File: config.mk
export PLATFORM = sky130hd
export DESIGN_NAME = varredura_x_flat
export DESIGN_NICKNAME = d
export VERILOG_FILES = /design/src/rtl/varredura_x_pkg.sv /design/src/rtl/varredura_x_if.sv /design/src/rtl/varredura_x_fifo_resultados.sv /design/src/rtl/varredura_x.sv /design/src/flat_wrapper.sv
export SDC_FILE = /design/constraint.sdc
export NUM_CORES = 1
export LEC_CHECK = 0
export BUFFER_PORTS_ARGS = -buffer_cell sky130_fd_sc_hd__buf_4
export CORE_MARGIN = 2
export CORE_UTILIZATION = 55
export CTS_CLUSTER_SIZE = 25
export DETAILED_ROUTE_END_ITERATION = 6
export PLACE_DENSITY = 0.73
export SYNTH_ARGS = -nofsm -noshare
export SYNTH_HDL_FRONTEND = slang
export SYNTH_SLANG_ARGS = --single-unit
File: constraint.sdc
create_clock -name ck -period 6.8 [get_ports ck]
set_input_delay 0.68 -clock ck [delete_from_list [all_inputs] [get_ports ck]]
set_output_delay 0.68 -clock ck [all_outputs]
set_load 0.02 [all_outputs]
File: src/rtl/varredura_x_pkg.sv
// Shared definitions for the varredura_x sweep sequencer: FSM states,
// operand/entry widths and the bit layout of a FIFO entry.
package varredura_x_pkg;

    localparam int LARG_DADO    = 16;
    localparam int LARG_ENTRADA = 33;

    // Entry layout: {ovf, x[15:0], res[15:0]}
    localparam int POS_RES = 0;
    localparam int POS_X   = 16;
    localparam int POS_OVF = 32;

    typedef enum logic [2:0] {
        OCIOSO,
        DISPARA,
        AGUARDA_OCUPADO,
        AGUARDA_PRONTO,
        GRAVA,
        FIM
    } estado_t;

    function automatic logic [LARG_ENTRADA-1:0] monta_entrada(
        input logic                 ovf,
        input logic [LARG_DADO-1:0] x,
        input logic [LARG_DADO-1:0] res
    );
        logic [LARG_ENTRADA-1:0] e;
        e                        = '0;
        e[POS_OVF]               = ovf;
        e[POS_X +: LARG_DADO]    = x;
        e[POS_RES +: LARG_DADO]  = res;
        return e;
    endfunction

endpackage

File: src/rtl/varredura_x_if.sv
// Evaluator-side bus of varredura_x: start pulse and operands out,
// done level, overflow and result back.
interface varredura_x_if;
    import varredura_x_pkg::*;

    logic                 inicio;
    logic [LARG_DADO-1:0] X;
    logic [LARG_DADO-1:0] A;
    logic [LARG_DADO-1:0] B;
    logic [LARG_DADO-1:0] C;
    logic                 pronto;
    logic                 overflow;
    logic [LARG_DADO-1:0] resultado;

    // Sequencer side
    modport master (
        output inicio, X, A, B, C,
        input  pronto, overflow, resultado
    );

    // Evaluator side
    modport slave (
        input  inicio, X, A, B, C,
        output pronto, overflow, resultado
    );

endinterface

File: src/rtl/varredura_x_fifo_resultados.sv
// Synchronous result FIFO with a registered head entry. The head register
// keeps its last value while the FIFO is empty. Pops on empty and pushes on
// full are dropped; simultaneous push and pop are both honoured.
module fifo_resultados
    import varredura_x_pkg::*;
#(
    parameter int PROF = 8,
    parameter int LARG = LARG_ENTRADA
) (
    input  logic                      ck,
    input  logic                      rst,
    input  logic                      push_i,
    input  logic [LARG-1:0]           entrada_i,
    input  logic                      pop_i,
    output logic [LARG-1:0]           cabeca_o,
    output logic [$clog2(PROF):0]     contagem_o,
    output logic                      vazio_o,
    output logic                      cheio_o
);

    localparam int                LARG_PTR   = $clog2(PROF);
    localparam logic [LARG_PTR:0] CONT_CHEIO = (LARG_PTR+1)'(PROF);
    localparam logic [LARG_PTR:0] CONT_UM    = (LARG_PTR+1)'(1);

    logic [LARG-1:0]     mem_q [PROF];
    logic [LARG_PTR-1:0] rd_q, rd_d;
    logic [LARG_PTR-1:0] wr_q, wr_d;
    logic [LARG_PTR:0]   cont_q, cont_d;
    logic [LARG-1:0]     cabeca_q, cabeca_d;
    logic                push_ef;
    logic                pop_ef;

    // Pointer/count update and selection of the next head entry
    always_comb begin
        pop_ef   = pop_i && (cont_q != '0);
        push_ef  = push_i && (cont_q != CONT_CHEIO);
        rd_d     = rd_q;
        wr_d     = wr_q;
        cont_d   = cont_q;
        cabeca_d = cabeca_q;
        if (pop_ef) begin
            rd_d = rd_q + LARG_PTR'(1);
        end
        if (push_ef) begin
            wr_d = wr_q + LARG_PTR'(1);
        end
        case ({push_ef, pop_ef})
            2'b10:   cont_d = cont_q + CONT_UM;
            2'b01:   cont_d = cont_q - CONT_UM;
            default: cont_d = cont_q;
        endcase
        // When the FIFO was (or becomes after the pop) empty, the new head
        // is the entry being pushed; otherwise it is already in memory.
        if (cont_d != '0) begin
            if (cont_q == '0 || (pop_ef && cont_q == CONT_UM)) begin
                cabeca_d = entrada_i;
            end else begin
                cabeca_d = mem_q[rd_d];
            end
        end
    end

    // Entry storage, written on accepted pushes
    always_ff @(posedge ck) begin
        if (push_ef) begin
            mem_q[wr_q] <= entrada_i;
        end
    end

    // Pointers, count and head register
    always_ff @(posedge ck or negedge rst) begin
        if (!rst) begin
            rd_q     <= '0;
            wr_q     <= '0;
            cont_q   <= '0;
            cabeca_q <= '0;
        end else begin
            rd_q     <= rd_d;
            wr_q     <= wr_d;
            cont_q   <= cont_d;
            cabeca_q <= cabeca_d;
        end
    end

    assign cabeca_o   = cabeca_q;
    assign contagem_o = cont_q;
    assign vazio_o    = (cont_q == '0);
    assign cheio_o    = (cont_q == CONT_CHEIO);

endmodule

File: src/rtl/varredura_x.sv
// varredura_x: sweeps X from x_ini in steps of passo, issues one evaluator
// job per point and stores {ovf, X, resultado} in a result FIFO drained by
// the host through dado_valido/ler.
// Build option: define PARA_OVERFLOW_EN to end the sweep right after the
// first entry captured with overflow set.
module varredura_x
    import varredura_x_pkg::*;
#(
    parameter int PROF    = 8,
    parameter int TIMEOUT = 1023
) (
    input  logic                    ck,
    input  logic                    rst,
    input  logic                    comecar,
    input  logic [LARG_DADO-1:0]    x_ini,
    input  logic [LARG_DADO-1:0]    passo,
    input  logic [7:0]              n_pontos,
    input  logic [LARG_DADO-1:0]    coef_a,
    input  logic [LARG_DADO-1:0]    coef_b,
    input  logic [LARG_DADO-1:0]    coef_c,
    varredura_x_if.master           av,
    output logic                    ocupado,
    output logic                    fim,
    output logic                    erro,
    output logic                    dado_valido,
    output logic [LARG_ENTRADA-1:0] dado,
    input  logic                    ler
);

    localparam int                      LARG_CONT    = $clog2(PROF) + 1;
    localparam logic [LARG_CONT-1:0]    CONT_PROF    = LARG_CONT'(PROF);
    localparam int                      LARG_TEMPO   = $clog2(TIMEOUT + 1);
    localparam logic [LARG_TEMPO-1:0]   TEMPO_LIMITE = LARG_TEMPO'(TIMEOUT - 1);

    estado_t                 estado_q, estado_d;
    logic [LARG_DADO-1:0]    x_q, x_d;
    logic [LARG_DADO-1:0]    a_q, a_d;
    logic [LARG_DADO-1:0]    b_q, b_d;
    logic [LARG_DADO-1:0]    c_q, c_d;
    logic [LARG_DADO-1:0]    passo_q, passo_d;
    logic [7:0]              restantes_q, restantes_d;
    logic [LARG_TEMPO-1:0]   tempo_q, tempo_d;
    logic [LARG_ENTRADA-1:0] cap_q, cap_d;
    logic                    erro_q, erro_d;

    logic                    grava;
    logic                    fifo_push;
    logic [LARG_CONT-1:0]    fifo_cont;
    logic                    fifo_vazio;
    logic                    fifo_cheio;
    logic                    expirou;

    assign expirou = (tempo_q == TEMPO_LIMITE);

    // Next-state and control outputs of the sweep FSM
    always_comb begin
        estado_d    = estado_q;
        x_d         = x_q;
        a_d         = a_q;
        b_d         = b_q;
        c_d         = c_q;
        passo_d     = passo_q;
        restantes_d = restantes_q;
        tempo_d     = tempo_q;
        cap_d       = cap_q;
        erro_d      = erro_q;
        grava       = 1'b0;
        av.inicio   = 1'b0;

        case (estado_q)
            OCIOSO: begin
                if (comecar) begin
                    x_d         = x_ini;
                    a_d         = coef_a;
                    b_d         = coef_b;
                    c_d         = coef_c;
                    passo_d     = passo;
                    restantes_d = n_pontos;
                    erro_d      = 1'b0;
                    estado_d    = (n_pontos == 8'd0) ? FIM : DISPARA;
                end
            end

            DISPARA: begin
                tempo_d = '0;
                // No job is in flight here, so the FIFO level alone
                // decides whether the next result would still fit.
                if (fifo_cont != CONT_PROF) begin
                    av.inicio = 1'b1;
                    estado_d  = AGUARDA_OCUPADO;
                end
            end

            AGUARDA_OCUPADO: begin
                tempo_d = tempo_q + LARG_TEMPO'(1);
                // A pronto still high from the previous job is not completion.
                if (!av.pronto) begin
                    estado_d = AGUARDA_PRONTO;
                end else if (expirou) begin
                    erro_d   = 1'b1;
                    estado_d = FIM;
                end
            end

            AGUARDA_PRONTO: begin
                tempo_d = tempo_q + LARG_TEMPO'(1);
                if (av.pronto) begin
                    cap_d    = monta_entrada(av.overflow, x_q, av.resultado);
                    estado_d = GRAVA;
                end else if (expirou) begin
                    erro_d   = 1'b1;
                    estado_d = FIM;
                end
            end

            GRAVA: begin
                grava       = 1'b1;
                x_d         = x_q + passo_q;
                restantes_d = restantes_q - 8'd1;
                if (restantes_q == 8'd1) begin
                    estado_d = FIM;
                end else begin
                    estado_d = DISPARA;
                end
`ifdef PARA_OVERFLOW_EN
                if (cap_q[POS_OVF]) begin
                    estado_d = FIM;
                end
`endif
            end

            FIM: begin
                estado_d = OCIOSO;
            end

            default: begin
                estado_d = OCIOSO;
            end
        endcase
    end

    // Sweep state and operand registers
    always_ff @(posedge ck or negedge rst) begin
        if (!rst) begin
            estado_q    <= OCIOSO;
            x_q         <= '0;
            a_q         <= '0;
            b_q         <= '0;
            c_q         <= '0;
            passo_q     <= '0;
            restantes_q <= '0;
            tempo_q     <= '0;
            cap_q       <= '0;
            erro_q      <= 1'b0;
        end else begin
            estado_q    <= estado_d;
            x_q         <= x_d;
            a_q         <= a_d;
            b_q         <= b_d;
            c_q         <= c_d;
            passo_q     <= passo_d;
            restantes_q <= restantes_d;
            tempo_q     <= tempo_d;
            cap_q       <= cap_d;
            erro_q      <= erro_d;
        end
    end

    // DISPARA never fires into a full FIFO; the guard keeps the push
    // request honest even so.
    assign fifo_push = grava && !fifo_cheio;

    fifo_resultados #(
        .PROF (PROF),
        .LARG (LARG_ENTRADA)
    ) u_fifo (
        .ck         (ck),
        .rst        (rst),
        .push_i     (fifo_push),
        .entrada_i  (cap_q),
        .pop_i      (ler),
        .cabeca_o   (dado),
        .contagem_o (fifo_cont),
        .vazio_o    (fifo_vazio),
        .cheio_o    (fifo_cheio)
    );

    assign av.X        = x_q;
    assign av.A        = a_q;
    assign av.B        = b_q;
    assign av.C        = c_q;
    assign ocupado     = (estado_q != OCIOSO) && (estado_q != FIM);
    assign fim         = (estado_q == FIM);
    assign erro        = erro_q;
    assign dado_valido = !fifo_vazio;

endmodule

File: src/flat_wrapper.sv
// flat-port wrapper written by rule: the top's interface ports become plain ports
module varredura_x_flat import varredura_x_pkg::*;
#(
    parameter int PROF    = 8,
    parameter int TIMEOUT = 1023
)
  (ck, rst, comecar, x_ini, passo, n_pontos, coef_a, coef_b, coef_c, ocupado, fim, erro, dado_valido, dado, ler, av_inicio, av_X, av_A, av_B, av_C, av_pronto, av_overflow, av_resultado);
  varredura_x_if av_i ();
  input  logic ck;
  input  logic rst;
  input  logic comecar;
  input  logic [LARG_DADO-1:0] x_ini;
  input  logic [LARG_DADO-1:0] passo;
  input  logic [7:0] n_pontos;
  input  logic [LARG_DADO-1:0] coef_a;
  input  logic [LARG_DADO-1:0] coef_b;
  input  logic [LARG_DADO-1:0] coef_c;
  output logic ocupado;
  output logic fim;
  output logic erro;
  output logic dado_valido;
  output logic [LARG_ENTRADA-1:0] dado;
  input  logic ler;
  output wire logic [$bits(av_i.inicio)-1:0] av_inicio;
  output wire logic [$bits(av_i.X)-1:0] av_X;
  output wire logic [$bits(av_i.A)-1:0] av_A;
  output wire logic [$bits(av_i.B)-1:0] av_B;
  output wire logic [$bits(av_i.C)-1:0] av_C;
  input wire logic [$bits(av_i.pronto)-1:0] av_pronto;
  input wire logic [$bits(av_i.overflow)-1:0] av_overflow;
  input wire logic [$bits(av_i.resultado)-1:0] av_resultado;
  assign av_inicio = av_i.inicio;
  assign av_X = av_i.X;
  assign av_A = av_i.A;
  assign av_B = av_i.B;
  assign av_C = av_i.C;
  assign av_i.pronto = av_pronto;
  assign av_i.overflow = av_overflow;
  assign av_i.resultado = av_resultado;
  varredura_x #(.PROF(PROF), .TIMEOUT(TIMEOUT)) u_core (.ck(ck), .rst(rst), .comecar(comecar), .x_ini(x_ini), .passo(passo), .n_pontos(n_pontos), .coef_a(coef_a), .coef_b(coef_b), .coef_c(coef_c), .av(av_i), .ocupado(ocupado), .fim(fim), .erro(erro), .dado_valido(dado_valido), .dado(dado), .ler(ler));
endmodule
==> impl_metrics.ini <==
[floorplan]
floorplan.die_area_um2 = 37400
placement_rows = 69
die_h_um = 193
floorplan.io_pins = 212
coreArea_um2 = 35500
initial_core_util_pct = 55.7
die_width_um = 193

[grt]
grt_first_pass_wirelength_um = 76100
gr-total-overflow = 0
global_route_usage_over_all_layers_pct = 25.4
grt_start_max_net_pins = 87
first_global_vias = 14249
number_of_antenna_violations_at_the_first_check_in_global_routing = 0

[worst_setup_path]
series_of_cell_instances_along_the_critical_path = inv_1 -> ha_1 -> nor3b_4 -> o211a_2 -> buf_4 -> inv_2 -> a2111oi_0 -> a311o_1 -> a31oi_1 -> mux2_2
setup.worst_path.end_class = register
start_kind = register
cp.required_ns = 7.24
critPathMaxFanout = 66
worst_path_largest_cell_delay_ns = 0.58
worst_ep_arrival_time_ns = 4.23
critPathSlowestCell = sky130_fd_sc_hd__buf_4
crit_path_category = reg2reg

[routing]
route.detailed.wl_per_inst_um = 20.6
drt_pre_antenna_iters = 6
drt_first_iter_violations = 978
via_count = 13734
via_per_inst = 5.92
post_detailed_route_drc_marker_count = 0
final_wirelength_um = 47800
postRouteAntennaNets = 0

[synthesis]
synth_mux_area_share_pct = 11.2
async_flop_share_pct = 40.3
synth_top_area_cell = sky130_fd_sc_hd__edfxtp_1
number_of_nets_in_the_synthesized_netlist = 1773
yosys.cell_types.count = 68
ys.warnings.count = 0
sequential_area_share_after_synthesis_pct = 62.7
post_synth_instance_area_um2 = 19700
synth_simple_gate_area_share_pct = 12.0
fraction_of_synthesized_cell_area_in_xor_and_xnor_cells_pct = 0.532
post_synth_fa_ha_maj_area_fraction_pct = 1.80
post_synth.cell_area_avg_um2 = 12.1
synth.top_cell.area_share_pct = 40.1
synth_top_family_by_area = simple AND/OR/NAND/NOR gates
synthCells = 1636
yosys_most_used_dff = sky130_fd_sc_hd__edfxtp_1
synth_compound_area_share_pct = 8.88
synth_enable_flop_cells = 264
flops_latches_synth = 442
synth_area_leaders = sky130_fd_sc_hd__edfxtp_1 40%, sky130_fd_sc_hd__dfrtp_1 23%, sky130_fd_sc_hd__mux2_2 9.3%, sky130_fd_sc_hd__nand2_1 7.1%, sky130_fd_sc_hd__o22ai_1 2.2%

[timing]
totalNegativeSetupSlack_ns = 0
final_min_period_over_clock_period_pct = 55.6
fmax_ghz = 0.264
worst_slew_margin_rel_pct = 26.3
max_slew.worst_pin.slew_ns = 1.10
finalSetupViolCount = 0
fin_skew_ns = 0.0185
post-route-min-period_ns = 3.78
unrepaired_setup_endpoints_after_global_routing = no
timing_max_transition_violations_final = 0
hold_viol_final = 0

[clocking]
cts_buffer_depth = 3
worst_skew_pair.late_latency_ns = 0.55
cts_tree = done
post-cts-setup-buffer-count = 0
cts.reportedPaths.clkPinSlew_ns = 0.06
cts.sink_count = 442
cts_root_buffer = sky130_fd_sc_hd__clkbuf_16
cts-hold-fix-buffers = 0
cts_max_level = 2
cts-resized-gates = 0
total_cts_buffers = 45

[pwr]
p_total_w = 0.0107
p_per_area_nw_per_um2 = 460
worst_ir_drop_vdd_mv = 0.298
cell_leakage_power_nw = 9.61

[final_layout]
final_layout_size_suffix_gt1_share_pct = 26.5
postLayoutCellArea_um2 = 23200
layout.nets = 1960
final_cells = 2319
most_common_cell_after_layout_fill_and_taps_aside = sky130_fd_sc_hd__nand2_1
layout.cells.most_common_list = 374 x sky130_fd_sc_hd__nand2_1, 264 x sky130_fd_sc_hd__edfxtp_1, 236 x sky130_fd_sc_hd__buf_4
flow.area_growth_from_synthesis_pct = 17.7
total_inserted_antenna_cells = 0
filler_cell_count = 2686

[min_path]
hold_class = in2async

[status]
status = completed

[placed_design]
dpl-instance-area_um2 = 21800
place.gp.congestion = 0.884
place.detailed.instances = 2237
io_buffers = 211
dp_hpwl_um = 28000

[flow_run]
maxCapViolations = 0
-- cell type report --
class | count | area [um2] | area share, %
inverter | 48 | 180 | 0.775
clock inverter | 14 | 169 | 0.727
multi-input combinational | 1049 | 6870 | 29.5
clock buffer | 68 | 1280 | 5.52
tap | 461 | 577 | 2.48
sequential | 442 | 12400 | 53.3
timing repair buffer | 237 | 1790 | 7.68
-- through the flow --
stage	worst slack (ns)	hold WS, ns	utilization [%]
after detailed placement	3.11	0.463	61.4
after floorplan	2.83	0.384	-
after global routing	2.74	0.210	65.5
after global placement	3.28	0.460	61.4
final	3.02	0.143	65.5
after CTS	3.08	0.198	65.5
-- sequential cells by signal, summed over array words and instances, names as in the netlist, 3 cells and up --
| signal | count |
|---|---|
| u_core.u_fifo.mem_q | 264 |
| u_core.cap_q | 33 |
| u_core.u_fifo.cabeca_o | 33 |
| u_core.av.A | 16 |
| u_core.av.B | 16 |
| u_core.av.C | 16 |
| u_core.av.X | 16 |
| u_core.passo_q | 16 |
| u_core.tempo_q | 10 |
| u_core.restantes_q | 8 |
| u_core.u_fifo.contagem_o | 4 |
| u_core.estado_q | 3 |
| u_core.u_fifo.rd_q | 3 |
| u_core.u_fifo.wr_q | 3 |
-- layer usage --
layer / vias up / global-route usage, % / wire (um) / share of wire (%)
met5: - / 0 / 0 / 0
met4: 0 / 6.79 / 1060 / 2.2
met3: 77 / 4.97 / 3350 / 7.0
met2: 520 / 43.4 / 23300 / 49
met1: 6795 / 33.2 / 20000 / 42
li1: 6342 / - / - / -
-- cell usage after synthesis (all sizes together), types with 8 or more instances --
cell type / count
nand2: 374
edfxtp: 264
dfrtp: 178
mux2: 163
clkbuf: 77
nand3: 75
o21ai: 70
o22ai: 68
inv: 48
mux2i: 34
o2111ai: 32
nor2: 31
ha: 26
a21oi: 20
buf: 20
nor3: 16
a22oi: 14
a21o: 8
a31oi: 8
nand4: 8
or3: 8
-- power by group --
group | total, W | switching [W] | leakage [nW] | internal [W]
combinational | 0.00407 | 0.00238 | 4.36 | 0.00169
sequential | 0.00420 | 0.000621 | 4.53 | 0.00358
clock | 0.00243 | 0.00101 | 0.711 | 0.00142
-- path summary, 6_finish.rpt --
path / from / to / slack, ns / cells after the start
max: u_core.u_fifo.contagem_o[0]$_DFF_PN0_ / u_core.u_fifo.cabeca_o[29]$_DFFE_PN0P_ / 3.02 / 10
min: rst / u_core.cap_q[6]$_DFFE_PN0P_ / 0.14 / 1
max reg2reg: u_core.u_fifo.contagem_o[0]$_DFF_PN0_ / u_core.u_fifo.cabeca_o[29]$_DFFE_PN0P_ / 3.02 / 10
min reg2reg: u_core.av.C[9]$_DFFE_PN0P_ / u_core.av.C[9]$_DFFE_PN0P_ / 0.47 / 2
max in group asynchronous: rst / u_core.av.C[2]$_DFFE_PN0P_ / 5.33 / 2
min in group ck: coef_b[5] / u_core.av.B[5]$_DFFE_PN0P_ / 0.31 / 3
-- worst max-delay path, delay by kind of cell (launching register included) --
family                     cells  cell delay, ns
AOI/OAI and AO/OA              4            1.03
adders and majority gates      1            0.30
buffers and inverters          3            1.17
DFF                            1            0.46
muxes                          1            0.29
and+or+nand+nor                1            0.38
-- logic make-up (layout without fill, tap and decap cells) --
| group | count (synthesis) | after routing |
|---|---|---|
| AOI/OAI and AO/OA | 263 | 263 |
| xor gates and xnor gates | 12 | 12 |
| adders and majority gates | 28 | 28 |
| buffers and inverters | 145 | 367 |
| DFF | 442 | 442 |
| muxes | 199 | 199 |
| and+or+nand+nor | 547 | 547 |
(Power assumes the default switching activity.)
